### config.mk
export PLATFORM = sky130hd
export DESIGN_NAME = oled_init_seq
export DESIGN_NICKNAME = d
export VERILOG_FILES = /design/src/rtl/oled_pkg.sv /design/src/rtl/oled_cmd_rom.sv /design/src/rtl/oled_init_seq.sv
export SDC_FILE = /design/constraint.sdc
export NUM_CORES = 1
export LEC_CHECK = 0
export CORE_ASPECT_RATIO = 0.9
export CORE_MARGIN = 3
export CORE_UTILIZATION = 55
export CTS_CLUSTER_SIZE = 40
export DETAILED_ROUTE_END_ITERATION = 8
export GPL_TIMING_DRIVEN = 0
export PLACE_DENSITY = 0.81
export SLEW_MARGIN = 10
export SYNTH_ARGS = -nofsm -noshare
export SYNTH_HDL_FRONTEND = slang
export SYNTH_HIERARCHICAL = 1
export SYNTH_SLANG_ARGS = --single-unit
export TNS_END_PERCENT = 20
### constraint.sdc
create_clock -name clock -period 7 [get_ports clock]
set_input_delay 1.05 -clock clock [delete_from_list [all_inputs] [get_ports clock]]
set_output_delay 1.05 -clock clock [all_outputs]
set_load 0.005 [all_outputs]
### src/rtl/oled_pkg.sv
// rtl/oled_pkg.sv - shared types and constants for the OLED power-up sequencer
package oled_pkg;

    typedef enum logic [3:0] {
        IDLE,
        VDD_ON,
        WAIT,
        SEND,
        SEND_WAIT,
        RES_LO,
        RES_HI,
        VBAT_ON,
        DONE
    } state_t;

    localparam int CMD_COUNT = 10;
    localparam int IDX_W     = 4;

    localparam logic [7:0] CMD_TABLE [CMD_COUNT] = '{
        8'hAE, 8'h8D, 8'h14, 8'hD9, 8'hF1,
        8'hA1, 8'hC8, 8'hDA, 8'h20, 8'hAF
    };

    // Index value reached after the last byte of each command burst
    localparam logic [IDX_W-1:0] BURST1_END = 4'd1;
    localparam logic [IDX_W-1:0] BURST2_END = 4'd5;
    localparam logic [IDX_W-1:0] BURST3_END = 4'd10;

endpackage

### src/rtl/oled_cmd_rom.sv
// rtl/oled_cmd_rom.sv - combinational index to command byte lookup
module oled_cmd_rom
    import oled_pkg::*;
(
    input  logic [IDX_W-1:0] index,
    output logic [7:0]       data
);

    always_comb begin
        data = 8'h00;
        if (index < IDX_W'(CMD_COUNT)) begin
            data = CMD_TABLE[index];
        end
    end

endmodule

### src/rtl/oled_init_seq.sv
// rtl/oled_init_seq.sv - OLED rail, reset and command-stream power-up sequencer
module oled_init_seq
    import oled_pkg::*;
#(
    parameter int VBAT_WAIT_UNITS = 50,
    parameter int VDD_WAIT_UNITS  = 1,
    parameter int RES_WAIT_UNITS  = 1
) (
    input  logic       clock,
    input  logic       reset,
    input  logic       start,
    output logic       delayEn,
    input  logic       delayDone,
    output logic [7:0] spiData,
    output logic       spiLoad,
    input  logic       spiDone,
    output logic       oledVdd,
    output logic       oledVbat,
    output logic       oledRes,
    output logic       oledDc,
    output logic       busy,
    output logic       initDone
);

    localparam int CNT_W = 16;

    // Counter holds remaining units minus one, so it loads N-1
    localparam logic [CNT_W-1:0] VDD_LOAD  = CNT_W'(VDD_WAIT_UNITS - 1);
    localparam logic [CNT_W-1:0] RES_LOAD  = CNT_W'(RES_WAIT_UNITS - 1);
    localparam logic [CNT_W-1:0] VBAT_LOAD = CNT_W'(VBAT_WAIT_UNITS - 1);

    state_t             state, state_n;
    state_t             ret_state, ret_state_n;
    logic [CNT_W-1:0]   unit_cnt, unit_cnt_n;
    logic [IDX_W-1:0]   cmd_idx, cmd_idx_n, cmd_idx_inc;
    logic [7:0]         rom_data;

    logic               delayEn_n;
    logic [7:0]         spiData_n;
    logic               spiLoad_n;
    logic               oledVdd_n;
    logic               oledVbat_n;
    logic               oledRes_n;
    logic               busy_n;
    logic               initDone_n;

    logic               unit_tick;

    assign cmd_idx_inc = cmd_idx + IDX_W'(1);
    assign unit_tick   = delayEn && delayDone;

    oled_cmd_rom u_rom (
        .index (cmd_idx),
        .data  (rom_data)
    );

    always_ff @(posedge clock) begin
        if (reset) begin
            state     <= IDLE;
            ret_state <= IDLE;
            unit_cnt  <= '0;
            cmd_idx   <= '0;
            delayEn   <= 1'b0;
            spiData   <= 8'h00;
            spiLoad   <= 1'b0;
            oledVdd   <= 1'b1;
            oledVbat  <= 1'b1;
            oledRes   <= 1'b1;
            oledDc    <= 1'b0;
            busy      <= 1'b0;
            initDone  <= 1'b0;
        end else begin
            state     <= state_n;
            ret_state <= ret_state_n;
            unit_cnt  <= unit_cnt_n;
            cmd_idx   <= cmd_idx_n;
            delayEn   <= delayEn_n;
            spiData   <= spiData_n;
            spiLoad   <= spiLoad_n;
            oledVdd   <= oledVdd_n;
            oledVbat  <= oledVbat_n;
            oledRes   <= oledRes_n;
            oledDc    <= 1'b0;
            busy      <= busy_n;
            initDone  <= initDone_n;
        end
    end

    always_comb begin
        state_n     = state;
        ret_state_n = ret_state;
        case (state)
            IDLE: begin
                if (start) begin
                    state_n = VDD_ON;
                end
            end
            VDD_ON: begin
                state_n     = WAIT;
                ret_state_n = SEND;
            end
            RES_LO: begin
                state_n     = WAIT;
                ret_state_n = RES_HI;
            end
            RES_HI: begin
                state_n     = WAIT;
                ret_state_n = SEND;
            end
            VBAT_ON: begin
                state_n     = WAIT;
                ret_state_n = SEND;
            end
            WAIT: begin
                if (unit_tick && unit_cnt == '0) begin
                    state_n = ret_state;
                end
            end
            SEND: begin
                state_n = SEND_WAIT;
            end
            SEND_WAIT: begin
                // The index after the increment decides where the burst goes next
                if (spiDone) begin
                    if (cmd_idx_inc == BURST1_END) begin
                        state_n = RES_LO;
                    end else if (cmd_idx_inc == BURST2_END) begin
                        state_n = VBAT_ON;
                    end else if (cmd_idx_inc == BURST3_END) begin
                        state_n = DONE;
                    end else begin
                        state_n = SEND;
                    end
                end
            end
            DONE: begin
                state_n = DONE;
            end
            default: begin
                state_n = IDLE;
            end
        endcase
    end

    always_comb begin
        unit_cnt_n = unit_cnt;
        cmd_idx_n  = cmd_idx;
        delayEn_n  = delayEn;
        spiData_n  = spiData;
        spiLoad_n  = 1'b0;
        oledVdd_n  = oledVdd;
        oledVbat_n = oledVbat;
        oledRes_n  = oledRes;
        busy_n     = busy;
        initDone_n = initDone;
        case (state)
            IDLE: begin
                if (start) begin
                    busy_n = 1'b1;
                end
            end
            VDD_ON: begin
                oledVdd_n  = 1'b0;
                delayEn_n  = 1'b1;
                unit_cnt_n = VDD_LOAD;
            end
            RES_LO: begin
                oledRes_n  = 1'b0;
                delayEn_n  = 1'b1;
                unit_cnt_n = RES_LOAD;
            end
            RES_HI: begin
                oledRes_n  = 1'b1;
                delayEn_n  = 1'b1;
                unit_cnt_n = RES_LOAD;
            end
            VBAT_ON: begin
                oledVbat_n = 1'b0;
                delayEn_n  = 1'b1;
                unit_cnt_n = VBAT_LOAD;
            end
            WAIT: begin
                // delayEn stays high across units so the generator free-runs
                if (unit_tick) begin
                    if (unit_cnt == '0) begin
                        delayEn_n = 1'b0;
                    end else begin
                        unit_cnt_n = unit_cnt - CNT_W'(1);
                    end
                end
            end
            SEND: begin
                spiLoad_n = 1'b1;
                spiData_n = rom_data;
            end
            SEND_WAIT: begin
                if (spiDone) begin
                    cmd_idx_n = cmd_idx_inc;
                    if (cmd_idx_inc == BURST3_END) begin
                        initDone_n = 1'b1;
                        busy_n     = 1'b0;
                    end
                end
            end
            default: begin
            end
        endcase
    end

endmodule

== Yosys cells after proc, flatten, opt, wreduce, memory -nomap -nowiden ==
Memories as Yosys holds them, arrays and structs flattened.
Index checks and enable logic that the tools add are counted.

* Magnitude comparators: 2
* Reductions and logical operators: 18
* Equality and inequality tests: 18
* Multiplexer cells: 23
* Bitwise logic cells: 1
* Add/sub/neg operators: 2

{| class="wikitable"
|+ Operators by type and width
! cell !! count
|-
| $pmux W16 S3 || 1
|-
| $mux W16 || 2
|-
| $mux W4 || 6
|-
| $mux W8 || 3
|-
| $pmux W4 S6 || 1
|-
| $eq A4 B3 Y1 const B || 5
|-
| $logic_not A16 Y1 || 1
|-
| $sub A16 B1 Y16 const B || 1
|-
| $ne A2 B2 Y1 const B || 7
|-
| $reduce_and A3 Y1 || 4
|-
| $eq A4 B1 Y1 const B || 2
|-
| $eq A4 B2 Y1 const B || 2
|-
| $eq A4 B4 Y1 const B || 2
|-
| $pmux W4 S2 || 1
|-
| $reduce_bool A2 Y1 || 4
|-
| $mux W1 || 6
|-
| $pmux W1 S2 || 3
|-
| $reduce_or A3 Y1 || 2
|-
| $ge A5 B5 Y1 const B || 1
|-
| $not A4 Y5 || 1
|-
| $add A4 B1 Y4 const B || 1
|-
| $logic_not A4 Y1 || 1
|-
| $lt A4 B4 Y1 const B || 1
|-
| $reduce_and A4 Y1 || 1
|-
| 4 further kinds || 5
|}

* Bits in read-only memories: 128
* Register bits: 43
* Memories: 1
* Output and inout bits: 16
* Logic and storage cells: 77
* Bits of input ports: 5

{| class="wikitable"
|+ Memory list
! name !! depth !! width !! read ports !! clocked after memory_dff !! wr ports !! line !! source
|-
| (no name shown) || 16 || 8 || 1 || 0 || 0 || oled_cmd_rom.sv:12 || <nowiki>data = CMD_TABLE[index];</nowiki>
|}

== Logic depth before layout (Yosys ltp) ==
Gate-level depths: netlist of run 1.

* Depth in word-level cells: 7
* Depth in mapped cells: 7
* Mapped depth without buffers: 7

== Modules after synthesis ==
The synthesis of run 1 kept the hierarchy.

{| class="wikitable"
|+ Modules (own cells, without submodules)
! module !! cells an instance !! area each (µm²) !! instances
|-
| oled_init_seq || 268 || 2199.6 || 1
|-
| oled_cmd_rom || 30 || 211.5 || 1
|}

== Least setup slack after synthesis of run 1 ==
OpenSTA, ideal clock, no wires.

* Kind: input to register
* From: in delayDone
* To: reg unit_cnt[7]
* Required time: 6930 ps
* Arrival time: 2251 ps
* Slack: 4678 ps
* Stages on the path: 4
* Cell sequence: and2_0 and4_1 or4b_2 a21oi_1

* Longest elaborated chain between the ends: 3

{| class="wikitable"
|+ RTL lines
! what !! line !! source
|-
| start, declared || oled_init_seq.sv:13 || <nowiki>input logic delayDone,</nowiki>
|-
| $logic_and A1 B1 Y1 || oled_init_seq.sv:50 || <nowiki>assign unit_tick = delayEn && delayDone;</nowiki>
|-
| $ne A2 B2 Y1 (no source line) || -- ||
|-
| $reduce_and A3 Y1 (no source line) || -- ||
|-
| end signal, assigned || oled_init_seq.sv:75 || <nowiki>unit_cnt <= unit_cnt_n;</nowiki>
|-
| end, declared || oled_init_seq.sv:34 || <nowiki>logic [CNT_W-1:0] unit_cnt, unit_cnt_n;</nowiki>
|}

No other way between the ends.
A chain may end at the register's enable or synchronous reset.

== Final worst setup path of run 1 ==
Ends and elaborated chain as after synthesis.

==> summary.md, run 1 <==
| Metric | Value |
|---|---|
| Overall die width | ~76 um |
| Ys async rst share | 0 |
| Reg2Reg Depth | 6 |
| Core area | 0.00416 mm2 |
| Critical-path top delay cell | or4b_2 |
| Cts hold-fix bufs | 0 |
| Main combinational cell family by area after synthesis | simple AND/OR/NAND/NOR gates |
| Tot GR Track Use | 0.225 |
| DRC | 0 |
| TritonCTS clock tree | done |
| Post-DP HPWL | 3800 um |
| Fmax | around 360 MHz |
| Via/cell ratio | 5.92 |
| Mux contribution to synthesized area | 0.0353 |
| Die Area | 0.00522 mm2 |
| Worst path top cell family by delay | simple AND/OR/NAND/NOR gates |
| Placer Congestion | roughly 0.85 |
| Vertical die dimension | 68.8 um |
| P per Cell Area | roughly 180 mW/mm2 |
| DR iter-0 viols | 220 |
| Post-CTS Setup Inserts | 0 |
| I/O pin count | 21 |
| Layout Nets | around 340 |
| Largest area contributor in the netlist | dfxtp_1 |
| Critical Path AT | between 2 and 3 ns |
| Critical path buffers and inverters | 1 |
| Syn nets | about 310 |
| First-pass GRT wire length | 9000 um |
| Min-delay worst type | register to register |
| Fillers | about 370 |
| Post-Synth Simple-Gate Area | 0.300 |
| Area grow syn2layout | 14.2% |
| Drt total wl | ~5500 um |
| Worst Clk Skew | between 0.004 and 0.005 ns |
| Post-synthesis cell count | approximately 300 |
| Hold WS | approximately 0.46 ns |
| Via Count | ~2300 |
| Site row count | 22 |
| Hold depth | 1 |
| Clock slew at reported path FFs | around 0.080 ns |
| Slew Viols, Final | 0 |
| CTS Root Cell | clkbuf_8 |
| Slew @ Worst Pin | roughly 0.96 ns |
| Post-CTS sizing | 0 |
| Largest net degree at the start of global routing | 16 |
| H-tree depth | 2 |
| Max VDD drop | approximately 0.00013 V |
| Sequential fraction of the synthesis area | 0.349 |
| Max incr delay on CP | approximately 0.6 ns |
| Share of the synthesized area in the top cell type | 0.349 |
| Setup TNS | 0 ns |
| Routed WL per cell | roughly 14 um |
| PortBufs | 19 |
| Post-synthesis cell type count | 61 |
| Yosys warns | 6 |
| Most used DFF post-synth | dfxtp_1 |
| Fraction of the mapped netlist area in compound gates | 0.206 |
| CP required | 7.22 ns |
| Fin crit period | between 2 and 3 ns |
| Classification of the worst setup path | input port to register |
| Clk buf depth | 2 |
| Post-route insts no fill | 384 |
| Later-pin clock latency in the skew report | just under 0.3 ns |
| EDFF count, synth | 0 |
| Synth Area in Adders | 0.0415 |
| Max-cap violations | 0 |
| RSZ-0062 raised after global routing | false |
| Setup Viol. Count Final | 0 |
| Slew margin rel. | 0.357 |
| Startpoint Class | input port |
| Number of global-route vias before repair | between 2000 and 2500 |
| Final Cell Area | roughly 0.0028 mm2 |
| Cell Chain, Critical Path | clkdlybuf4s50_1 > and2_0 > and4_1 > or4b_2 > a21oi_1 |
| Outcome | finished, final reports clean |
| Synth area leaders | dfxtp_1 35%, a21oi_1 6.0%, nand2_1 4.7% |
| Synth Area in XOR/XNOR | 0.0109 |
| DRT Pass-1 Iters | 5 |
| FF+latch count, synth | between 40 and 50 |
| Synth Area per Inst | slightly above 8 um2 |
| Diode count | 0 |
| Final period utilization | 0.393 |
| Cell Area, Synth | 0.00241 mm2 |
| Endpoint class of the critical path | register |
| CP Depth | 5 |
| Initial antenna violation count | 0 |
| Hold Vio Cnt, Final | 0 |
| Area after DPL | approximately 0.0027 mm2 |
| Routed Antenna Nets | 0 |
| Critical path peak fanout | 6 |
| Starting density of the core | 0.580 |
| Pleak | between 0.0009 and 0.001 uW |
| GRT overflow | 0 |
| Overall power | between 400 and 500 uW |
| Placed Instances | ~380 |
| Clock sink total | 42 |
| Clock buffer count from CTS | 5 |
| Share of cells above drive strength 1 | 0.0926 |
-- per-layer routing --
layer	GRT usage	vias to the layer above	wire (um)
met5	0	-	0
met2	0.355	73	2430
met3	0.0493	13	308
met1	0.295	1045	2620
met4	0.0983	0	146
li1	-	1144	-
-- registers in the layout, indices dropped and copies added (netlist names) --
name / cells
busy: 1
cmd_idx: 4
delayEn: 1
initDone: 1
oledRes: 1
oledVbat: 1
oledVdd: 1
ret_state: 3
spiData: 8
spiLoad: 1
state: 4
unit_cnt: 16
-- layout make-up --
type / count / area, um2 / share of cell area
inverter: 12 / 45.0 / 0.0164
multi-input combinational: 227 / 1440 / 0.521
buffer: 17 / 90.1 / 0.0327
clock buffer: 7 / 76.3 / 0.0277
tap: 60 / 75.1 / 0.0273
timing repair buffer: 19 / 190 / 0.0691
sequential: 42 / 841 / 0.305
-- stage by stage --
stage | util | worst slack (ns)
global placement | 0.644 | 4.03
finish | 0.662 | 4.25
floorplan | - | 4.68
CTS | 0.662 | 4.31
detailed placement | 0.644 | 4.01
global route | 0.662 | 4.21
-- cell usage after synthesis (2+ instances only) --
cell,number
a211oi_1,4
buf_1,2
a21oi_2,2
or4b_1,3
or2_2,3
nand2_1,30
xnor2_1,2
clkbuf_1,8
and4_1,3
a31oi_1,4
buf_4,2
nand2b_1,5
a21boi_0,2
buf_6,2
ha_1,8
nor4_1,3
a21oi_1,29
inv_1,12
nand3_1,8
nor2b_1,2
buf_2,3
o41ai_1,3
or3b_2,2
or3_1,7
dfxtp_1,42
nor2_1,26
and2_1,2
or4_1,11
mux2i_1,4
a21o_1,3
and3_1,3
o21ai_0,9
o31ai_1,8
o22ai_1,3
nor3_1,9
mux2_2,4
-- layout by cell type (no fill, tap or decap), types with 4 or more instances in the layout --
cell and n:
dfxtp_1 42, nand2_1 30, a21oi_1 29, nor2_1 26
clkdlybuf4s50_1 19, inv_1 12, or4_1 11, clkbuf_1 10
nor3_1 9, o21ai_0 9, nand3_1 8, o31ai_1 8
ha_1 8, or3_1 7, nand2b_1 5, clkbuf_8 5
a31oi_1 4, mux2i_1 4, mux2_2 4, a211oi_1 4
-- power breakdown --
group,switching (uW),total [uW],internal [uW]
logic,54.8,95.1,40.3
clock network,78.3,147,68.7
registers,7.17,256,249
-- path summary, 6_finish.rpt --
path,slack [ns],end,startpoint
hold reg to reg,0.46,oledVdd,oledVdd
setup / recovery,4.25,unit_cnt[7],delayDone
hold / removal,0.46,oledVdd,oledVdd
setup reg to reg,4.51,unit_cnt[0],unit_cnt[0]
-- worst reg2reg max path: cells and delay by family, from the launching register on --
kind	cells	cell delay, ns
simple gates	2	1.14
mux	1	0.36
flops	1	0.35
compound gates	1	0.29
fa+ha+maj	1	0.17
buf+inv	1	0.08
-- cell families after synthesis --
| family | after synthesis |
|---|---|
| xor gates and xnor gates | 3 |
| other | 1 |
| adders and majority gates | 8 |
| and+or+nand+nor | 129 |
| muxes | 8 |
| AOI/OAI and AO/OA | 78 |
| buffers and inverters | 29 |
| DFF | 42 |
Power figures use the tool's default switching activity.
==> inputs of run 2 (changes only) <==
- clock period: 7 -> 2.7 ns (I/O delays scaled with it)
==> results of run 2 <==
Same layout as run 1 (identical final DEF). Status: finished, final reports clean.
Among the figures that moved: setup slack after placement 4.01 ns -> 0.232 ns; setup slack after layout 4.25 ns -> 0.208 ns; start point of the critical path delayDone -> unit_cnt[0]; end point of the critical path unit_cnt[7] -> unit_cnt[0]; register-to-register setup slack 4.51 ns -> 0.21 ns; total power 498 uW -> 1290 uW; worst IR drop on VDD 0.000130 V -> 0.000336 V
==> inputs of run 3 (changes only) <==
- CORE_UTILIZATION: 55 -> 50
- PLACE_DENSITY: 0.81 -> 0.75
==> summary.md, run 3 (synthesized netlist as in run 1, its figures left out) <==
| Metric | Value |
|---|---|
| Outcome | finished, final reports clean |
| Hold Vio Cnt, Final | 0 |
| Commonest non-fill, non-tap cell in the layout | dfxtp_1 |
| Commonest non-fill, non-tap cells in the layout | 42 x dfxtp_1, 30 x nand2_1, 29 x a21oi_1, 26 x nor2_1, 19 x clkdlybuf4s50_1 |
| Via Count | 2243 |
| Cts hold-fix bufs | 0 |
| Register area | between 800 and 900 um2 |
| Classification of the worst setup path | register to register |
| Clock sink total | 42 |
| Met3 routed WL | between 200 and 250 um |
| Min-delay worst type | register to register |
| Post-CTS sizing | 0 |
| Largest net degree at the start of global routing | 16 |
| Setup Viol. Count Final | 0 |
| Drt total wl | about 5200 um |
| PortBufs | 19 |
| Tot GR Track Use | 0.197 |
| RSZ-0062 raised after global routing | false |
| Setup TNS | 0 ns |
| Clock slew at reported path FFs | ~0.08 ns |
| H-tree depth | 2 |
| Diode count | 0 |
| First-pass GRT wire length | about 9200 um |
| Pre-CTS setup slack | roughly 0.28 ns |
| Critical path peak fanout | 5 |
| Placer Congestion | 0.864 |
| Number of global-route vias before repair | about 2100 |
| Routed Antenna Nets | 0 |
| Worst Clk Skew | about 0.0094 ns |
| Final core occ | 0.608 |
| Initial antenna violation count | 0 |
| Pleak | 0.000973 uW |
| Area grow syn2layout | 14.7% |
| Footprint of the multi-input gates | ~0.0014 mm2 |
| P per Cell Area | 472 mW/mm2 |
| Via/cell ratio | roughly 5.8 |
| Site row count | 23 |
| TritonCTS clock tree | done |
| Top layer reached by signal wires | met4 |
| Slew @ Worst Pin | between 1 and 1.5 ns |
| Later-pin clock latency in the skew report | roughly 0.30 ns |
| Met2 WL | about 2600 um |
| Largest register FFs | 16 |
| M1 wire length | 2360 um |
| Slew margin rel. | 0.296 |
| Post-CTS Setup Inserts | 0 |
| Share of cells above drive strength 1 | 0.0985 |
| Vertical die dimension | just over 70 um |
| DRT Pass-1 Iters | 4 |
| Clock buffer count from CTS | 5 |
| Slew Viols, Final | 0 |
| Critical Path AT | approximately 2.6 ns |
| Fmax | ~410 MHz |
| Max VDD drop | 0.000271 V |
| Startpoint Class | register |
| GRT overflow | 0 |
| Final period utilization | 0.904 |
| Layout Nets | between 300 and 400 |
| Max-cap violations | 0 |
| Overall die width | between 70 and 80 um |
| CP required | roughly 2.9 ns |
| Top flop regs | unit_cnt (16), spiData (8) |
| Endpoint class of the critical path | register |
| Fillers | about 460 |
| DRC | 0 |
| Core area | 0.00455 mm2 |
| CTS Root Cell | clkbuf_8 |
| Clk buf depth | 2 |
| Starting density of the core | 0.530 |
| Overall power | 1300 uW |
| Die Area | around 0.0057 mm2 |
| Fin crit period | between 2 and 2.5 ns |
| Post-DP HPWL | between 3000 and 4000 um |
| Worst setup margin | ~0.26 ns |
| Largest Register | unit_cnt |
| Routed WL per cell | 13.5 um |
| DR iter-0 viols | 120 |
| I/O pin count | 21 |
-- run 3: cell types whose count changed in the layout (fill, tap and decap cells not counted) --
cell | previous run | this run
clkinv_2 | 0 | 1
clkinv_4 | 0 | 1
clkbuf_1 | 10 | 9
-- run 3: per-layer routing --
| layer | vias to the layer above | global-route usage |
|---|---|---|
| li1 | 1137 | - |
| met1 | 1057 | 0.256 |
| met3 | 6 | 0.0452 |
| met5 | - | 0 |
| met2 | 43 | 0.336 |
| met4 | 0 | 0.0420 |
-- run 3: through the flow --
step / hold slack [ns] / cells / instance area (um2)
after floorplan: 0.441 / 298 / 2410
after global placement: 0.434 / 379 / 2680
after detailed placement: 0.444 / 379 / 2680
after CTS: 0.458 / 387 / 2770
after global routing: 0.483 / 387 / 2770
final: 0.454 / 387 / 2770
-- run 3: where the power goes --
part,switching (uW),internal [uW]
clock network,219,183
logic,135,104
registers,18.4,645
-- run 3: worst paths after layout --
| kind | start | end | slack [ns] | cells past startpoint |
|---|---|---|---|---|
| worst min register to register | spiData[0] | spiData[0] | 0.45 | 2 |
| worst max-delay path | unit_cnt[0] | unit_cnt[1] | 0.26 | 6 |
| worst min-delay path | spiData[0] | spiData[0] | 0.45 | 2 |
| worst max register to register | unit_cnt[0] | unit_cnt[1] | 0.26 | 6 |
-- run 3: critical path, stage by stage (launching register included) --
cell     delay [ns]
dfxtp_1        0.35
inv_1          0.09
ha_1           0.15
or3b_2         0.51
or4_1          0.61
a21oi_2        0.26
mux2_2         0.36
-- run 3: area by class of cell --
cell class / instances / area share
Clock buffer: 6 / 0.0262
Sequential cell: 42 / 0.304
Multi-Input combinational cell: 227 / 0.519
Clock inverter: 2 / 0.00498
Tap cell: 62 / 0.0281
Inverter: 12 / 0.0163
Buffer: 17 / 0.0326
Timing Repair Buffer: 19 / 0.0688
